`src/rtl/vec_accum_pkg.sv`:
```
// rtl/vec_accum_pkg.sv - shared FSM state type and memory read latency for vec_accum
package vec_accum_pkg;

  typedef enum logic [1:0] {
    IDLE  = 2'd0,
    RUN   = 2'd1,
    DRAIN = 2'd2,
    DONE  = 2'd3
  } state_e;

  localparam int RD_LAT = 1;

endpackage

```
`src/rtl/vec_accum_add.sv`:
```
// rtl/vec_accum_add.sv - signed accumulate step; saturates and flags overflow under VEC_ACCUM_SAT_EN
module vec_accum_add #(
  parameter int SIZE_DATA = 16,
  parameter int SIZE_ACC  = 24
) (
  input  logic [SIZE_ACC-1:0]  i_acc,
  input  logic [SIZE_DATA-1:0] i_data,
  output logic [SIZE_ACC-1:0]  o_sum
`ifdef VEC_ACCUM_SAT_EN
  ,
  output logic                 o_ovf
`endif
);

  logic [SIZE_ACC-1:0] ext;
  logic [SIZE_ACC-1:0] raw;

  assign ext = SIZE_ACC'($signed(i_data));
  assign raw = i_acc + ext;

`ifdef VEC_ACCUM_SAT_EN
  logic ovf_pos;
  logic ovf_neg;

  // Two same-sign operands producing an opposite-sign result is a signed overflow.
  assign ovf_pos = !i_acc[SIZE_ACC-1] && !ext[SIZE_ACC-1] &&  raw[SIZE_ACC-1];
  assign ovf_neg =  i_acc[SIZE_ACC-1] &&  ext[SIZE_ACC-1] && !raw[SIZE_ACC-1];
  assign o_ovf   = ovf_pos || ovf_neg;

  always_comb begin
    o_sum = raw;
    if (ovf_pos) begin
      o_sum = {1'b0, {(SIZE_ACC-1){1'b1}}};
    end else if (ovf_neg) begin
      o_sum = {1'b1, {(SIZE_ACC-1){1'b0}}};
    end
  end
`else
  assign o_sum = raw;
`endif

endmodule

```
`src/rtl/vec_accum.sv`:
```
// rtl/vec_accum.sv - turns index beats into memory reads and sums the signed data; VEC_ACCUM_SAT_EN adds saturation and o_ovf
module vec_accum
  import vec_accum_pkg::*;
#(
  parameter int SIZE_ADDR = 8,
  parameter int SIZE_DATA = 16,
  parameter int SIZE_ACC  = 24
) (
  input  logic                 i_clk,
  input  logic                 i_rst_n,
  input  logic                 i_start,
  input  logic                 i_idx_en,
  input  logic [SIZE_ADDR-1:0] i_idx,
  input  logic                 i_idx_last,
  output logic                 o_rd_en,
  output logic [SIZE_ADDR-1:0] o_rd_addr,
  input  logic [SIZE_DATA-1:0] i_rd_data,
  output logic [SIZE_ACC-1:0]  o_sum,
  output logic [SIZE_ADDR:0]   o_count,
  output logic                 o_valid,
`ifdef VEC_ACCUM_SAT_EN
  output logic                 o_ovf,
`endif
  output logic                 o_busy
);

  state_e              state;
  logic                accept;
  logic                last_s1;
  logic [RD_LAT-1:0]   dv_sr;
  logic [RD_LAT-1:0]   last_sr;
  logic                dv;
  logic                dv_last;
  logic [SIZE_ACC-1:0] sum_next;
`ifdef VEC_ACCUM_SAT_EN
  logic                add_ovf;
`endif

  // A beat coinciding with i_start belongs to the aborted pass and is dropped.
  assign accept  = (state == RUN) && i_idx_en && !i_start;
  assign dv      = dv_sr[RD_LAT-1];
  assign dv_last = last_sr[RD_LAT-1];

  always_ff @(posedge i_clk or negedge i_rst_n) begin
    if (!i_rst_n) begin
      o_rd_en   <= 1'b0;
      o_rd_addr <= '0;
      last_s1   <= 1'b0;
    end else if (i_start) begin
      o_rd_en   <= 1'b0;
      last_s1   <= 1'b0;
    end else begin
      o_rd_en <= accept;
      last_s1 <= accept && i_idx_last;
      if (accept) begin
        o_rd_addr <= i_idx;
      end
    end
  end

  always_ff @(posedge i_clk or negedge i_rst_n) begin
    if (!i_rst_n) begin
      dv_sr   <= '0;
      last_sr <= '0;
    end else if (i_start) begin
      dv_sr   <= '0;
      last_sr <= '0;
    end else begin
      dv_sr[0]   <= o_rd_en;
      last_sr[0] <= last_s1;
      for (int i = 1; i < RD_LAT; i++) begin
        dv_sr[i]   <= dv_sr[i-1];
        last_sr[i] <= last_sr[i-1];
      end
    end
  end

  vec_accum_add #(
    .SIZE_DATA (SIZE_DATA),
    .SIZE_ACC  (SIZE_ACC)
  ) u_add (
    .i_acc  (o_sum),
    .i_data (i_rd_data),
`ifdef VEC_ACCUM_SAT_EN
    .o_ovf  (add_ovf),
`endif
    .o_sum  (sum_next)
  );

  always_ff @(posedge i_clk or negedge i_rst_n) begin
    if (!i_rst_n) begin
      o_sum   <= '0;
      o_count <= '0;
`ifdef VEC_ACCUM_SAT_EN
      o_ovf   <= 1'b0;
`endif
    end else if (i_start) begin
      o_sum   <= '0;
      o_count <= '0;
`ifdef VEC_ACCUM_SAT_EN
      o_ovf   <= 1'b0;
`endif
    end else if (dv) begin
      o_sum   <= sum_next;
      o_count <= o_count + (SIZE_ADDR+1)'(1);
`ifdef VEC_ACCUM_SAT_EN
      o_ovf   <= o_ovf || add_ovf;
`endif
    end
  end

  always_ff @(posedge i_clk or negedge i_rst_n) begin
    if (!i_rst_n) begin
      state   <= IDLE;
      o_valid <= 1'b0;
      o_busy  <= 1'b0;
    end else begin
      o_valid <= 1'b0;
      if (i_start) begin
        state  <= RUN;
        o_busy <= 1'b1;
      end else begin
        case (state)
          IDLE:  state <= IDLE;
          RUN:   if (i_idx_en && i_idx_last) state <= DRAIN;
          DRAIN: if (dv && dv_last) begin
                   state   <= DONE;
                   o_valid <= 1'b1;
                   o_busy  <= 1'b0;
                 end
          DONE:  state <= IDLE;
          default: begin
            state  <= IDLE;
            o_busy <= 1'b0;
          end
        endcase
      end
    end
  end

endmodule

```
`config.mk`:
```
export PLATFORM = sky130hd
export DESIGN_NAME = vec_accum
export DESIGN_NICKNAME = d
export VERILOG_FILES = /design/src/rtl/vec_accum_pkg.sv /design/src/rtl/vec_accum_add.sv /design/src/rtl/vec_accum.sv
export SDC_FILE = /design/constraint.sdc
export NUM_CORES = 1
export LEC_CHECK = 0
export BUFFER_PORTS_ARGS = -buffer_cell sky130_fd_sc_hd__buf_2
export CAP_MARGIN = 20
export CORE_UTILIZATION = 31
export DETAILED_ROUTE_END_ITERATION = 16
export GPL_TIMING_DRIVEN = 0
export PLACE_DENSITY = 0.51
export SETUP_SLACK_MARGIN = 0.4
export SLEW_MARGIN = 0
export SYNTH_ARGS = -nofsm -noshare
export SYNTH_HDL_FRONTEND = slang
export SYNTH_SLANG_ARGS = --single-unit
```
`constraint.sdc`:
```
create_clock -name i_clk -period 7.66 [get_ports i_clk]
set_input_delay 0.383 -clock i_clk [delete_from_list [all_inputs] [get_ports i_clk]]
set_output_delay 0.383 -clock i_clk [all_outputs]
set_load 0.02 [all_outputs]
```
Yosys cells after proc, flatten, opt, wreduce, memory -nomap -nowiden
Index checks and enable logic that the tools add are counted.

Reductions and logical operators: 14. Equality and inequality tests: 5. $add $sub $neg: 2. Bitwise gates (word level): 1. Mux-type cells: 18.

Operators with widths (count): two-way mux 24 bit (2); adder 24 bit (1); two-way mux 9 bit (2); two-way mux 1 bit (10); adder 9 x 1 -> 9 bit, second input constant (1); two-way mux 2 bit (3); case mux 2 bit (3 select lines) (1); AND reduction 2 bit (3); nonzero test 2 bit (3); logical AND 1 bit (5); == test 2 bit, second input constant (2); inequality test 3 x 2 -> 1 bit, second input constant (1); inequality test 3 bit, second input constant (1); == test 2 x 1 -> 1 bit, second input constant (1); zero test 2 bit (1); OR reduction 2 bit (1); zero test 1 bit (1); inverter 1 bit (1).

Register bits after elaboration: 49. Output and inout port bits: 44. Logic and storage cells: 50. Bits of input ports: 29.

Longest topological paths before layout
Word-level depth: 5. Depth in mapped cells: 8.

Hierarchy
Synthesis repeated with hierarchy kept, for this count alone.

Cell total of the unflattened synthesis: 332. Area, all modules: 3266.9 um^2.

Modules (own cells, without submodules): vec_accum (instances 1, area an instance 2039.5 um^2, cells each 166, seq. area each 1226.2 um^2); vec_accum_add (instances 1, area an instance 1227.4 um^2, cells each 166, seq. area each 0.0 um^2).

Worst setup path before layout
OpenSTA, ideal clock, no wires.

Kind: reg2reg. Start point: reg o_sum[0]. End point: reg o_sum[20]. Arrival: 2534 ps. Period minus slack after synthesis: 2656 ps. Slack: 5004 ps. Required time: 7538 ps. Cell stages (with the launch flop): 9. Buffers on the path: 0. Cells stage by stage: dfrtp_1 > ha_1 > fa_1 > a21o_1 > a221oi_2 > o211ai_2 > a41o_1 > or3_1 > a32o_1.

Cells in the longest elaborated chain, start to end: 3.

RTL lines: start, declared (line vec_accum.sv:18) `output logic [SIZE_ACC-1:0] o_sum,`; start signal, assigned (line vec_accum.sv:104) `o_sum <= sum_next;`; adder 24 bit (line vec_accum_add.sv:19) `assign raw = i_acc + ext;`; two-way mux 24 bit (line vec_accum.sv:103) `end else if (dv) begin`; two-way mux 24 bit (line vec_accum.sv:97) `end else if (i_start) begin`.

No other way between the ends. The select of a mux whose other input is x is not followed. A chain may end at the register's enable or synchronous reset.

Final worst setup path
Start point: reg o_sum[0]. End point: reg o_sum[18].

Same word-level chain as after synthesis.

==> results.cfg <==
[floorplanning]
die_h_um = 105
core_area_mm2 = 0.0103
ioPinCount = 73
floorplan.initialDensity_pct = 31.7
placementRows = 37
die_area_mm2 = 0.0109
die_w_um = 105

[critical_path]
cp_max_fo = 6
arrival_ns = 2.97
max_stage_delay_ns = 0.43
startpoint_type = register
path_class = register to register
crit_required_ns = 7.86
cp_slowest_cell = fa_1
end_kind = register
crit_chain = ha_1, fa_1, a21o_1, a221oi_2, o211ai_2, a21boi_2, o21ai_0, a221o_1

[clocking]
cts_sinks = 49
post_cts_resized = 0
clk_pin_slew_ns = 0.10
cts-hold-fix-buffers = 0
clk_latency_ns = 0.32
cts_buffer_depth = 2
post-cts-setup-buffers = 0
ctsRootBufferMaster = clkbuf_8
tritoncts = yes
numCtsBuffers = 5
cts_htree_levels = 2

[global_routing]
grt_pass1_wl_um = 14100
grt_pass1_vias = 2856
grt_max_degree = 32
antenna_found_initial = 0
grtUsageMet1_pct = 21.9
overflow = 0
grt-busiest-layer = met2
use_met3_pct = 2.74
grt_util_met2_pct = 26.4
grt_use_total_pct = 16.1

[yosys]
synth_top_area_share_pct = 37.6
synth_edf_count = 0
avgSynthCellArea_um2 = 9.09
synth.distinct_cells = 55
seq_area_frac_synth_pct = 37.6
synthCells = 359
yosys.area.top_type = dfrtp_1
async_flop_share_pct = 100
synth_area_mm2 = 0.00326
synth_ff_type = dfrtp_1
yosys-top-cells-area = dfrtp_1 (38%), ha_1 (10%), nand2_1 (5.9%)
syn_nets = 415
synth_seq_cells = 49
yosys_warnings = 0

[cells_and_area]
drive_above_1_share_pct = 20.0
final_core_util_pct = 38.1
diodes = 0
areaGrowthSynthToFinish_pct = 19.9
nFillCells = 1114
fin_area_mm2 = 0.00391
nNetsFinal = 495
layout.cells.non_filler = 576

[detailed_routing]
dr.pass1.iters = 4
post_drt_wl_per_cell_um = 14.6
ant_nets = 0
drt_iter0_markers = 62
drc = 0
totalWireLength_um = 8410
via_per_inst = 5.17
vias = 2980

[placed_design]
dp.cells = 568
post-dp-hpwl_um = 6420
place_congestion = 0.846
placedInstanceArea_mm2 = 0.00381
port_buffers = 72
pre_cts_ws_ns = 4.78

[power_and_ir_drop]
peakVddDrop_mv = 0.117
p_leak_nw = 2.02
power_density_mw_per_mm2 = 176
p_total_mw = 0.689

[sta]
max_freq_mhz = 361
worst_pin_slew_ns = 0.717
slew_headroom_pct = 52.2
hold_violations = 0
fin_crit_sh_pct = 36.2
fin_worst_skew_ns = 0.0103
drv_slew = 0
period_needed_ns = 2.77
fin_setup_tns_ns = 0
fin_hold_ws_ns = 0.0154
setup_slack_ns = 4.89
grt_setup_unrepaired = false
setup_viol = 0

[min_path]
hold_path_class = input port to async pin

[job]
cap_violations = 0

[outcome]
status = completed
-- placed cells by master (no fill, tap or decap), types with 5 or more instances in the layout --
master,count
o211ai_1,6
a21oi_1,25
a21o_1,10
clkbuf_1,13
a211o_1,5
ha_1,26
o21ai_0,19
clkbuf_8,6
xor2_1,8
and3_1,7
xnor2_1,8
buf_2,72
mux2i_1,8
nand2b_1,6
nand3_1,5
nand2_1,51
dfrtp_1,49
nor2_1,29
inv_1,8
-- kinds of logic after synthesis --
logic type	after synthesis	synth area share, %
muxes	9	2.80
and+or+nand+nor	129	19.1
buffers and inverters	23	2.65
DFF	49	37.6
xor gates and xnor gates	16	4.30
AOI/OAI and AO/OA	106	23.0
adders and majority gates	27	10.6
-- worst max-delay path, delay by kind of cell, from the launching register on --
kind | cells | cell delay [ns]
DFF | 1 | 0.41
adders and majority gates | 2 | 0.66
AOI/OAI and AO/OA | 6 | 1.60
-- registers in the layout (all words and copies together) (netlist names), 2 cells and up --
| name | cells |
|---|---|
| state | 2 |
| o_count | 9 |
| o_rd_addr | 8 |
| o_sum | 24 |
-- area by class of cell --
class	count	area, um2	share of cell area (%)
multi-input combinational	287	1950	49.8
sequential	49	1230	31.3
timing repair buffer	73	380	9.72
tap	136	170	4.35
clock buffer	6	82.6	2.11
buffer	14	52.6	1.34
inverter	9	33.8	0.863
clock inverter	2	17.5	0.448
-- where the power goes --
group,switching (mW),internal [mW]
clock,0.102,0.0754
combinational,0.128,0.0747
sequential,0.0192,0.289
-- path summary, 6_finish.rpt --
check / startpoint / to / slack [ns] / cells past startpoint
hold reg to reg: o_rd_addr[1]$_DFFE_PN0P_ / o_rd_addr[1]$_DFFE_PN0P_ / 0.48 / 2
max in group asynchronous: i_rst_n / o_sum[20]$_DFFE_PN0P_ / 7.11 / 2
min in group i_clk: i_idx[0] / o_rd_addr[0]$_DFFE_PN0P_ / 0.24 / 3
setup reg to reg: o_sum[0]$_DFFE_PN0P_ / o_sum[18]$_DFFE_PN0P_ / 4.89 / 8
hold / removal: i_rst_n / o_count[4]$_DFFE_PN0P_ / 0.02 / 1
setup / recovery: o_sum[0]$_DFFE_PN0P_ / o_sum[18]$_DFFE_PN0P_ / 4.89 / 8
-- Yosys cell counts (3+ instances only) --
cell      instances
o211ai_1          6
and4b_1           3
nor2_1           29
nor3_1            4
nand2b_1          6
mux2i_1           8
and2_1            4
dfrtp_1          49
a21oi_1          25
nand3_1           5
o21bai_1          4
o21a_1            3
a211o_1           5
o21ai_0          19
a311oi_1          3
and3_1            7
nand2_1          51
nor2b_1           4
ha_1             26
clkbuf_1         13
a221o_1           4
nand4_1           3
a211oi_1          3
or3_1             4
xor2_1            8
a21o_1           10
inv_1             8
xnor2_1           8
nor4b_1           3
-- routing by layer --
layer | share of wire, % | vias up
li1 | - | 1480
met1 | 48 | 1423
met4 | 0.88 | 0
met3 | 4.6 | 7
met2 | 46 | 70
met5 | 0 | -
(Power assumes the default switching activity.)
